$ cat config.mk
export PLATFORM = sky130hd
export DESIGN_NAME = seq_adder_acc
export DESIGN_NICKNAME = d
export VERILOG_FILES = /design/src/rtl/seq_adder_acc.sv
export SDC_FILE = /design/constraint.sdc
export NUM_CORES = 1
export LEC_CHECK = 0
export CORE_AREA = 3 3 78 94
export CTS_CLUSTER_DIAMETER = 50
export CTS_CLUSTER_SIZE = 14
export DETAILED_ROUTE_END_ITERATION = 8
export DIE_AREA = 0 0 81 97
export PLACE_DENSITY = 0.62
export SLEW_MARGIN = 25
export SYNTH_ARGS = -nofsm -noshare
export SYNTH_HDL_FRONTEND = slang
export SYNTH_SLANG_ARGS = --single-unit
export TNS_END_PERCENT = 10
$ cat constraint.sdc
create_clock -name clk -period 4.6 [get_ports clk]
set_input_delay 1.38 -clock clk [delete_from_list [all_inputs] [get_ports clk]]
set_output_delay 1.38 -clock clk [all_outputs]
set_load 0.01 [all_outputs]
$ cat src/rtl/seq_adder_acc.sv
// Handshaked add/sub/accumulate/clear unit with a persistent accumulator and a handoff counter.
// Define ADDER_SAT_EN to make subtraction borrow and accumulator overflow saturate.
module seq_adder_acc #(
  parameter int unsigned WIDTH     = 4,
  parameter int unsigned ACC_WIDTH = 8,
  parameter int unsigned CNT_WIDTH = 8
) (
  input  logic                 clk,
  input  logic                 reset,
  input  logic                 in_valid,
  output logic                 in_ready,
  input  logic [WIDTH-1:0]     in_a,
  input  logic [WIDTH-1:0]     in_b,
  input  logic [1:0]           in_op,
  output logic                 out_valid,
  input  logic                 out_ready,
  output logic [ACC_WIDTH-1:0] out_result,
  output logic                 out_flag,
  output logic [ACC_WIDTH-1:0] acc_value,
  output logic [CNT_WIDTH-1:0] op_count
);

  if (ACC_WIDTH < WIDTH + 1) begin : g_width_check
    $error("seq_adder_acc: ACC_WIDTH must be at least WIDTH+1");
  end

  localparam int unsigned PadW = ACC_WIDTH - WIDTH;

  localparam logic [1:0] OpAdd = 2'b00;
  localparam logic [1:0] OpSub = 2'b01;
  localparam logic [1:0] OpAcc = 2'b10;
  localparam logic [1:0] OpClr = 2'b11;

  typedef enum logic [1:0] {StIdle, StBusy, StDone} state_e;

  state_e               state_q;
  logic [WIDTH-1:0]     a_q, b_q;
  logic [1:0]           op_q;
  logic [ACC_WIDTH-1:0] result_q, acc_q;
  logic                 flag_q;
  logic [CNT_WIDTH-1:0] count_q;

  logic [ACC_WIDTH:0]   a_ext, b_ext, acc_sum;
  logic [ACC_WIDTH-1:0] ab_sum, diff;
  logic                 borrow;
  logic [ACC_WIDTH-1:0] result_d, acc_d;
  logic                 flag_d;

  assign a_ext   = {{(PadW + 1){1'b0}}, a_q};
  assign b_ext   = {{(PadW + 1){1'b0}}, b_q};
  // One extra bit so the accumulator carry-out is visible.
  assign acc_sum = {1'b0, acc_q} + a_ext + b_ext;
  assign ab_sum  = a_ext[ACC_WIDTH-1:0] + b_ext[ACC_WIDTH-1:0];
  assign diff    = a_ext[ACC_WIDTH-1:0] - b_ext[ACC_WIDTH-1:0];
  assign borrow  = (a_q < b_q);

  always_comb begin
    result_d = '0;
    flag_d   = 1'b0;
    acc_d    = acc_q;
    case (op_q)
      OpAdd: result_d = ab_sum;
      OpSub: begin
        flag_d = borrow;
`ifdef ADDER_SAT_EN
        result_d = borrow ? '0 : diff;
`else
        result_d = diff;
`endif
      end
      OpAcc: begin
        flag_d = acc_sum[ACC_WIDTH];
`ifdef ADDER_SAT_EN
        result_d = acc_sum[ACC_WIDTH] ? '1 : acc_sum[ACC_WIDTH-1:0];
`else
        result_d = acc_sum[ACC_WIDTH-1:0];
`endif
        acc_d = result_d;
      end
      OpClr: acc_d = '0;
      default: result_d = '0;
    endcase
  end

  always_ff @(posedge clk) begin
    if (reset) begin
      state_q  <= StIdle;
      a_q      <= '0;
      b_q      <= '0;
      op_q     <= OpAdd;
      result_q <= '0;
      flag_q   <= 1'b0;
      acc_q    <= '0;
      count_q  <= '0;
    end else begin
      case (state_q)
        StIdle: begin
          if (in_valid) begin
            a_q     <= in_a;
            b_q     <= in_b;
            op_q    <= in_op;
            state_q <= StBusy;
          end
        end
        StBusy: begin
          result_q <= result_d;
          flag_q   <= flag_d;
          acc_q    <= acc_d;
          state_q  <= StDone;
        end
        StDone: begin
          if (out_ready) begin
            count_q <= count_q + CNT_WIDTH'(1);
            state_q <= StIdle;
          end
        end
        default: state_q <= StIdle;
      endcase
    end
  end

  assign in_ready   = (state_q == StIdle);
  assign out_valid  = (state_q == StDone);
  assign out_result = result_q;
  assign out_flag   = flag_q;
  assign acc_value  = acc_q;
  assign op_count   = count_q;

endmodule

==> metrics.csv, run 1 <==
stage;metric;value;unit
route;DR top layer;met4;
finish;nets@finish;332;
timing;Final Setup Violations;0;
power_and_ir_drop;clock power share;0.391;
route;routed length on met2;2550;um
power_and_ir_drop;PwrDens;276;nW/um^2
min_path;hold_sp;out_result[2];
critical_path;R2R Path End;acc_value[7];
global_route;initial antenna violation count;0;
job;Max-Cap Viols;0;
cts;Sink Count;37;
yosys;post-synthesis net count;296;
timing;Period minus WS final;2890;ps
timing;final period utilization;0.628;
die;die width;81;um
yosys;FF+latch count, synth;37;
critical_path;CP cell instances;nor2b_1 -> clkdlybuf4s50_1;
finish;most frequent cells in the layout;nand2_1 (41), clkdlybuf4s50_1 (40), dfxtp_1 (37), a21oi_1 (31), ha_1 (18);
timing;WHS;457;ps
global_route;GRT Total Usage;0.141;
route;first-pass iteration count of the detailed router;4;
cts;clock buffers created by TritonCTS;5;
route;residual DRC count;0;
critical_path;top cell family by delay on the critical path;buffers and inverters;
timing;unrepaired setup endpoints after global routing;false;
cts;Longest Clk Path Bufs;2;
placement;PortBufs;40;
global_route;largest net degree at the start of global routing;38;
die;row count;32;
critical_path;kind of critical path;reg2out;
cts;root buf cell;clkbuf_8;
die;die area;7860;sq um
critical_path;Critical path buffers and inverters;1;
cts;Skew-Pair Late Insertion Delay;290;ps
critical_path;kind of end point of the critical path;output pin;
global_route;number of global-route vias before repair;1860;
yosys;ys flop type;dfxtp_1;
min_path;Hold Path Sink;out_result[2];
power_and_ir_drop;Psw;0.199;mW
critical_path;CP Launch Point;state_q[1];
critical_path;CP arrival;1510;ps
route;via/cell ratio;5.04;
yosys;Yosys cell types;47;
global_route;grt ovf;0;
yosys;sequential share of the synthesized area;0.340;
route;Final Routed Wirelength;5150;um
timing;Setup TNS;0;ps
critical_path;Worst EP required;3220;ps
yosys;synthesis warning total;0;
route;drt first-iter violations;71;
finish;share of post-route cells with drive strength above 1;0.0476;
yosys;syn avg cell area;8.47;sq um
global_route;global-route wire length before repair;8890;um
power_and_ir_drop;Flop pwr share;0.456;
power_and_ir_drop;Logic pwr share;0.153;
power_and_ir_drop;Sw Share;0.261;
die;IO Pins;41;
timing;Slew @ Worst Pin;796;ps
critical_path;Startpoint Class;register;
timing;clk_skew;8.34;ps
timing;max-slew violations;0;
finish;diode count;0;
run_status;status;completed;
cts;Setup Fix Bufs, Post-CTS;0;
cts;Post-CTS Hold Buffers;0;
die;core area;6490;sq um
critical_path;internal reg-to-reg setup slack;2050;ps
finish;Area Growth Syn to Fin;26.8;%
route;per-cell routed wire length;13.6;um
cts;clock-pin slew on the worst setup and hold paths;80;ps
yosys;number of synthesized flops with an enable pin;0;
power_and_ir_drop;P_leak;1.04;nW
timing;Final Hold Viols;0;
die;die height;97;um
min_path;worst hold path class;reg2reg;
yosys;Synth Instances;257;
route;DR vias;1911;
cts;post_cts resized;0;
cts;Max H-tree Level;2;
cts;CTS tree;yes;
placement;HPWL after detailed placement;3920;um
min_path;hold-critical path depth;2;
critical_path;worst-path maximum fanout;7;
finish;fillcell total;687;
timing;slew margin rel.;0.466;
route;post-route ant nets;0;
finish;commonest non-fill, non-tap cell in the layout;nand2_1;
yosys;FFs w/ async S/R, synth;0;
timing;Fmax;346;MHz
critical_path;launch point of the worst reg-to-reg path;a_q[1];
die;initial core utilization;0.336;
power_and_ir_drop;worst vdd ir;0.000158;V
power_and_ir_drop;Cell Int Power;0.563;mW
placement;routability cong.;0.793;
critical_path;CP max stage cell;clkdlybuf4s50_1;
yosys;Mapped Area;2180;sq um
critical_path;CP max stage delay;560;ps
route;WL met1;2360;um
route;DR WL met3;183;um
critical_path;FF-to-FF path depth;7;
## state kept, by name (all words and copies together), names as in the netlist
register,count
a_q,4
acc_value,8
b_q,4
op_count,8
op_q,2
out_flag,1
out_result,8
state_q,2
## worst max-delay path by stage
stage                                to  depth (start not counted)
after global placement      op_count[5]                          5
after detailed placement    op_count[5]                          5
after floorplan           out_result[5]                          7
after global routing          out_valid                          2
after CTS                     out_valid                          2
final                         out_valid                          2
## cell type report
| cell class | instances | area, sq um | area share |
|---|---|---|---|
| Inverter | 10 | 37.5 | 0.0136 |
| Clock buffer | 6 | 82.6 | 0.0299 |
| Sequential cell | 37 | 741 | 0.268 |
| Clock inverter | 2 | 37.5 | 0.0136 |
| Timing Repair Buffer | 41 | 408 | 0.148 |
| Multi-Input combinational cell | 198 | 1350 | 0.488 |
| Tap cell | 85 | 106 | 0.0385 |
## worst reg2reg max path: cells and delay by family (launching register included)
| kind | cells | cell delay [ps] |
|---|---|---|
| fa+ha+maj | 3 | 1160 |
| flops | 1 | 520 |
| compound gates | 4 | 800 |
## cell families after synthesis
kind of cell | share of synthesized area
AOI/OAI and AO/OA | 0.176
DFF | 0.340
xor gates and xnor gates | 0.0362
and+or+nand+nor | 0.229
muxes | 0.0103
buffers and inverters | 0.0408
adders and majority gates | 0.168
## power groups by stage
stage | registers, mW | logic (mW) | clock network, mW
floorplan | 0.353 | 0.0750 | 0
global placement | 0.354 | 0.116 | 0
detailed placement | 0.355 | 0.118 | 0
CTS | 0.347 | 0.118 | 0.307
global route | 0.350 | 0.135 | 0.318
finish | 0.347 | 0.117 | 0.298
## Yosys cell counts (2+ instances only)
cell,n,area [sq um]
clkbuf_1,6,22.5
or3_1,2,12.5
o21ai_0,7,35.0
a31oi_1,4,25.0
xor2_1,4,35.0
nor3_1,4,20.0
fa_1,7,140
ha_1,18,225
nor2b_1,4,25.0
a21oi_1,31,155
buf_2,2,10.0
mux2_2,2,22.5
a211oi_1,2,15.0
nor2_1,14,52.6
a21o_1,3,22.5
nand4_1,9,56.3
nand3b_1,6,45.0
nand2b_1,8,50.1
nand2_1,41,154
xnor2_1,5,43.8
dfxtp_1,37,741
and3_1,3,18.8
buf_1,3,11.3
inv_1,10,37.5
a22oi_1,2,15.0
and2_1,2,12.5
## routing by layer
layer	up-vias	GRT usage
met4	0	0.0325
met1	894	0.186
met5	-	0
li1	968	-
met3	10	0.0307
met2	39	0.231
## through the flow
step	setup slack [ps]	instance area, sq um	utilization	cells	total power [mW]
3_3_place_gp	1990	2640	0.407	371	0.470
6_report	1710	2760	0.426	379	0.762
4_1_cts	1700	2760	0.426	379	0.772
3_5_place_dp	1940	2640	0.407	371	0.472
2_1_floorplan	2300	2180	-	257	0.428
5_1_grt	1590	2760	0.426	379	0.803
(Power assumes the default switching activity.)
==> run 2, diff against run 1 <==
- PLACE_DENSITY: 0.62 -> 0.64
- clock period: 4.6 -> 2.4 ns (I/O delays scaled with it)
==> metrics.csv, run 2 (synthesized netlist as in run 1, its figures left out) <==
stage;metric;value;unit;change
cts;clock-pin slew on the worst setup and hold paths;70;ps;was 80 ps
finish;most frequent cells in the layout;nand2_1 (41), clkdlybuf4s50_1 (40), dfxtp_1 (37), a21oi_1 (30), ha_1 (18);;was nand2_1 (41), clkdlybuf4s50_1 (40), dfxtp_1 (37), a21oi_1 (31), ha_1 (18)
die;core area;6490;sq um;unchanged
finish;post-route insts no fill;390;;was 379
global_route;initial antenna violation count;0;;unchanged
route;drt first-iter violations;92;;was 71
critical_path;worst-path maximum fanout;3;;was 7
critical_path;launch point of the worst reg-to-reg path;acc_value[1];;was a_q[1]
global_route;grt ovf;0;;unchanged
critical_path;internal reg-to-reg setup slack;160;ps;was 2050 ps
finish;share of post-route cells with drive strength above 1;0.0885;;was 0.0476
critical_path;kind of end point of the critical path;register;;was output pin
power_and_ir_drop;P_leak;1.10;nW;was 1.04 nW
cts;Post-CTS Hold Buffers;0;;unchanged
global_route;largest net degree at the start of global routing;16;;was 38
run_status;status;completed;;unchanged
power_and_ir_drop;PwrDens;477;nW/um^2;was 276 nW/um^2
finish;commonest non-fill, non-tap cell in the layout;nand2_1;;unchanged
die;row count;32;;unchanged
timing;Slew @ Worst Pin;572;ps;was 796 ps
cts;Max H-tree Level;2;;unchanged
timing;Final Setup Violations;0;;unchanged
timing;slew margin rel.;0.616;;was 0.466
cts;root buf cell;clkbuf_8;;unchanged
cts;Skew-Pair Late Insertion Delay;290;ps;about the same
route;Final Routed Wirelength;5260;um;was 5150 um
placement;PortBufs;40;;unchanged
route;per-cell routed wire length;13.5;um;was 13.6 um
timing;Fmax;446;MHz;
cts;Longest Clk Path Bufs;2;;unchanged
min_path;hold_sp;out_result[2];;unchanged
min_path;worst hold path class;reg2reg;;unchanged
die;die width;81;um;unchanged
critical_path;FF-to-FF path depth;7;;unchanged
timing;max-slew violations;0;;unchanged
placement;Placed Instances;383;;was 371
critical_path;R2R Path End;out_result[5];;was acc_value[7]
route;first-pass iteration count of the detailed router;4;;unchanged
finish;fillcell total;667;;was 687
critical_path;Startpoint Class;register;;unchanged
global_route;met1 Usage GRT;0.185;;was 0.186
route;via/cell ratio;4.96;;was 5.04
cts;CTS tree;yes;;unchanged
cts;Sink Count;37;;unchanged
global_route;number of global-route vias before repair;1916;;was 1,860
timing;Setup TNS;0;ps;unchanged
finish;Area Growth Syn to Fin;30.5;%;was 26.8%
timing;Period minus WS final;2240;ps;
global_route;GRT Total Usage;0.143;;was 0.141
power_and_ir_drop;worst vdd ir;0.000310;V;was 0.000158 V
die;die area;7860;sq um;unchanged
timing;clk_skew;4.47;ps;was 8.34 ps
finish;nets@finish;344;;was 332
placement;dpl ws;76.4;ps;was 1940 ps
min_path;Hold Path Sink;out_result[2];;unchanged
global_route;busiest grt layer;met2;;unchanged
finish;final core utilization;0.438;;was 0.426
die;IO Pins;41;;unchanged
job;Max-Cap Viols;0;;unchanged
timing;Setup WS post-layout;160;ps;was 1710 ps
placement;routability cong.;0.788;;was 0.793
global_route;GR Layer Usage met2;0.235;;was 0.231
critical_path;Worst EP required;2560;ps;was 3220 ps
cts;Setup Fix Bufs, Post-CTS;0;;unchanged
route;residual DRC count;0;;unchanged
min_path;hold-critical path depth;2;;unchanged
finish;diode count;0;;unchanged
route;post-route ant nets;0;;unchanged
critical_path;kind of critical path;reg2reg;;was reg2out
critical_path;CP arrival;2400;ps;was 1510 ps
die;die height;97;um;unchanged
die;initial core utilization;0.336;;unchanged
timing;final period utilization;0.933;;
timing;Final Hold Viols;0;;unchanged
global_route;grt met3 use;0.0345;;was 0.0307
cts;clock buffers created by TritonCTS;5;;unchanged
placement;HPWL after detailed placement;4070;um;was 3920 um
route;DR vias;1933;;was 1,911
timing;unrepaired setup endpoints after global routing;false;;unchanged
global_route;global-route wire length before repair;8910;um;was 8890 um
## run 2: cell count changes in the layout (fill, tap and decap cells not counted), sizes merged
cell,before,now
buf,1,13
clkinvlp,1,0
clkbuf,6,7
bufinv,1,0
## run 2: stage by stage
| stage | hold slack [ps] | area (sq um) | power, mW |
|---|---|---|---|
| floorplan | 478 | 2180 | 0.820 |
| global placement | 444 | 2740 | 0.924 |
| detailed placement | 449 | 2740 | 0.926 |
| CTS | 459 | 2830 | 1.37 |
| global route | 487 | 2840 | 1.43 |
| finish | 453 | 2840 | 1.35 |
## run 2: worst max path at each step
stage | from | to | slack [ps] | cells after the start
2_1_floorplan | a_q[1] | out_result[5] | 100 | 7
3_3_place_gp | acc_value[1] | acc_value[7] | 120 | 7
3_5_place_dp | acc_value[1] | out_result[5] | 80 | 7
4_1_cts | acc_value[1] | out_result[5] | 60 | 7
5_1_grt | acc_value[2] | out_result[4] | 40 | 6
6_report | acc_value[1] | out_result[5] | 160 | 7
## run 2: timing repair
action,4_1_cts,5_1_grt
resized for setup,0,3
hold endpoints to repair,0,0
setup endpoints to repair,0,4
## run 2: final cells by class
class / count / area, sq um / area share
Clock buffer: 7 / 86.3 / 0.0304
Inverter: 10 / 37.5 / 0.0132
Multi-Input combinational cell: 198 / 1360 / 0.478
Sequential cell: 37 / 741 / 0.261
Tap cell: 85 / 106 / 0.0374
Timing Repair Buffer: 53 / 510 / 0.180
## run 2: layer usage
layer	vias to the layer above	wire, um
li1	993	-
met1	886	2420
met2	48	2560
met3	6	219
met4	0	56
met5	-	0
## run 2: power by group
| part | internal [mW] | total, mW | switching (mW) |
|---|---|---|---|
| combinational | 0.122 | 0.254 | 0.132 |
| clock | 0.228 | 0.440 | 0.212 |
| sequential | 0.636 | 0.660 | 0.0235 |
| total | 0.986 | 1.35 | 0.368 |
## run 2: critical path, cell delays in order, from the launching register on
cell,delay (ps)
dfxtp_1,340
fa_1,490
ha_1,250
fa_2,390
a21o_1,200
a21oi_2,180
a2bb2oi_1,180
a31oi_1,90
==> run 3, diff against run 2 <==
- DONT_BUFFER_PORTS: default -> 1
- PLACE_DENSITY: 0.64 -> 0.55
==> metrics.csv, run 3 (synthesized netlist as in run 1, its figures left out) <==
stage;metric;value;unit;change
run_status;status;completed;;unchanged
critical_path;Worst EP required;2580;ps;was 2560 ps
global_route;global-route wire length before repair;9110;um;was 8910 um
die;core area;6490;sq um;unchanged
placement;routability cong.;0.766;;was 0.788
job;Max-Cap Viols;0;;unchanged
route;drt first-iter violations;103;;was 92
timing;Setup TNS;0;ps;unchanged
cts;root buf cell;clkbuf_8;;unchanged
finish;commonest non-fill, non-tap cell in the layout;nand2_1;;unchanged
critical_path;CP max stage cell;fa_1;;unchanged
route;per-cell routed wire length;15.5;um;was 13.5 um
finish;cell area after layout;2440;sq um;was 2840 sq um
min_path;worst hold path class;in2reg;;was reg2reg
die;die height;97;um;unchanged
timing;slew margin rel.;0.578;;was 0.616
power_and_ir_drop;worst vdd ir;0.000305;V;was 0.000310 V
finish;most frequent cells in the layout;nand2_1 (41), dfxtp_1 (37), a21oi_1 (31), ha_1 (18);;was nand2_1 (41), clkdlybuf4s50_1 (40), dfxtp_1 (37), a21oi_1 (30), ha_1 (18)
finish;nets@finish;305;;was 344
timing;Slew @ Worst Pin;629;ps;was 572 ps
route;residual DRC count;0;;unchanged
critical_path;worst-path maximum fanout;3;;unchanged
global_route;number of global-route vias before repair;1829;;was 1,916
route;Final Routed Wirelength;5470;um;was 5260 um
die;die area;7860;sq um;unchanged
route;post-route ant nets;0;;unchanged
timing;clk_skew;9.09;ps;was 4.47 ps
cts;clock buffers created by TritonCTS;5;;unchanged
route;DR vias;1804;;was 1,933
placement;PortBufs;0;;was 40
cts;Max H-tree Level;2;;unchanged
die;initial core utilization;0.336;;unchanged
critical_path;Critical path buffers and inverters;0;;unchanged
cts;Setup Fix Bufs, Post-CTS;0;;unchanged
cts;clock-pin slew on the worst setup and hold paths;80;ps;was 70 ps
global_route;grt ovf;0;;unchanged
critical_path;CP arrival;2410;ps;was 2400 ps
cts;Post-CTS Hold Buffers;0;;unchanged
critical_path;internal reg-to-reg setup slack;170;ps;was 160 ps
route;first-pass iteration count of the detailed router;7;;was 4
power_and_ir_drop;total power;1.32;mW;was 1.35 mW
power_and_ir_drop;PwrDens;542;nW/um^2;was 477 nW/um^2
cts;Sink Count;37;;unchanged
critical_path;CP max stage delay;480;ps;was 490 ps
power_and_ir_drop;P_leak;0.961;nW;was 1.10 nW
cts;Longest Clk Path Bufs;2;;unchanged
critical_path;Startpoint Class;register;;unchanged
die;row count;32;;unchanged
timing;Fmax;448;MHz;was 446 MHz
timing;final period utilization;0.930;;was 0.933
timing;Final Hold Viols;0;;unchanged
placement;HPWL after detailed placement;4170;um;was 4070 um
timing;Final Setup Violations;0;;unchanged
global_route;initial antenna violation count;0;;unchanged
critical_path;CP cell instances;fa_1 -> ha_1 -> fa_2 -> a21o_1 -> a21oi_1 -> a2bb2oi_1 -> a31oi_1;;was fa_1 -> ha_1 -> fa_2 -> a21o_1 -> a21oi_2 -> a2bb2oi_1 -> a31oi_1
route;via/cell ratio;5.13;;was 4.96
die;die width;81;um;unchanged
critical_path;kind of end point of the critical path;register;;unchanged
cts;post_cts resized;0;;unchanged
global_route;largest net degree at the start of global routing;38;;was 16
cts;Skew-Pair Late Insertion Delay;290;ps;about the same
finish;diode count;0;;unchanged
critical_path;kind of critical path;reg2reg;;unchanged
timing;Period minus WS final;2230;ps;was 2240 ps
critical_path;top cell family by delay on the critical path;adder cells;;unchanged
timing;max-slew violations;0;;unchanged
finish;share of post-route cells with drive strength above 1;0.109;;was 0.0885
timing;WHS;494;ps;was 453 ps
placement;dpl cell area;2340;sq um;was 2740 sq um
cts;CTS tree;yes;;unchanged
global_route;GRT Total Usage;0.149;;was 0.143
timing;unrepaired setup endpoints after global routing;false;;unchanged
finish;fillcell total;704;;was 667
die;IO Pins;41;;unchanged
finish;Area Growth Syn to Fin;12.1;%;was 30.5%
-- run 3: power by group --
part / total (mW) / internal (mW) / switching (mW)
Combinational: 0.194 / 0.0807 / 0.114
Sequential: 0.665 / 0.636 / 0.0295
Clock: 0.464 / 0.233 / 0.231
-- run 3: layout make-up --
cell class	count	area (sq um)	share of cell area
multi-input combinational	198	1360	0.555
sequential	37	741	0.303
tap	85	106	0.0436
timing repair buffer	14	105	0.0431
clock buffer	6	82.6	0.0338
inverter	10	37.5	0.0154
clock inverter	2	13.8	0.00564
-- run 3: worst paths after layout --
check,from,end,cells past startpoint
max,acc_value[1],out_result[5],7
min,reset,acc_value[5],1
max reg2reg,acc_value[1],out_result[5],7
min reg2reg,out_result[2],out_result[2],2
-- run 3: metrics by stage --
stage | instances | utilization | setup WS [ps]
after floorplan | 257 | - | 97.3
after global placement | 344 | 0.360 | 129
after detailed placement | 344 | 0.360 | 46.5
final | 352 | 0.376 | 168
after CTS | 352 | 0.375 | 46.6
after global routing | 352 | 0.376 | 23.9
-- run 3: worst reg2reg max path, stage by stage, from the launching register on --
cell       delay [ps]
dfxtp_1           330
fa_1              480
ha_1              240
fa_2              390
a21o_1            190
a21oi_1           230
a2bb2oi_1         190
a31oi_1            90
-- run 3: layer usage --
layer,part of all wire,global-route usage
met3,0.047,0.0438
met4,0.013,0.0429
met2,0.49,0.240
met1,0.45,0.191
met5,0,0
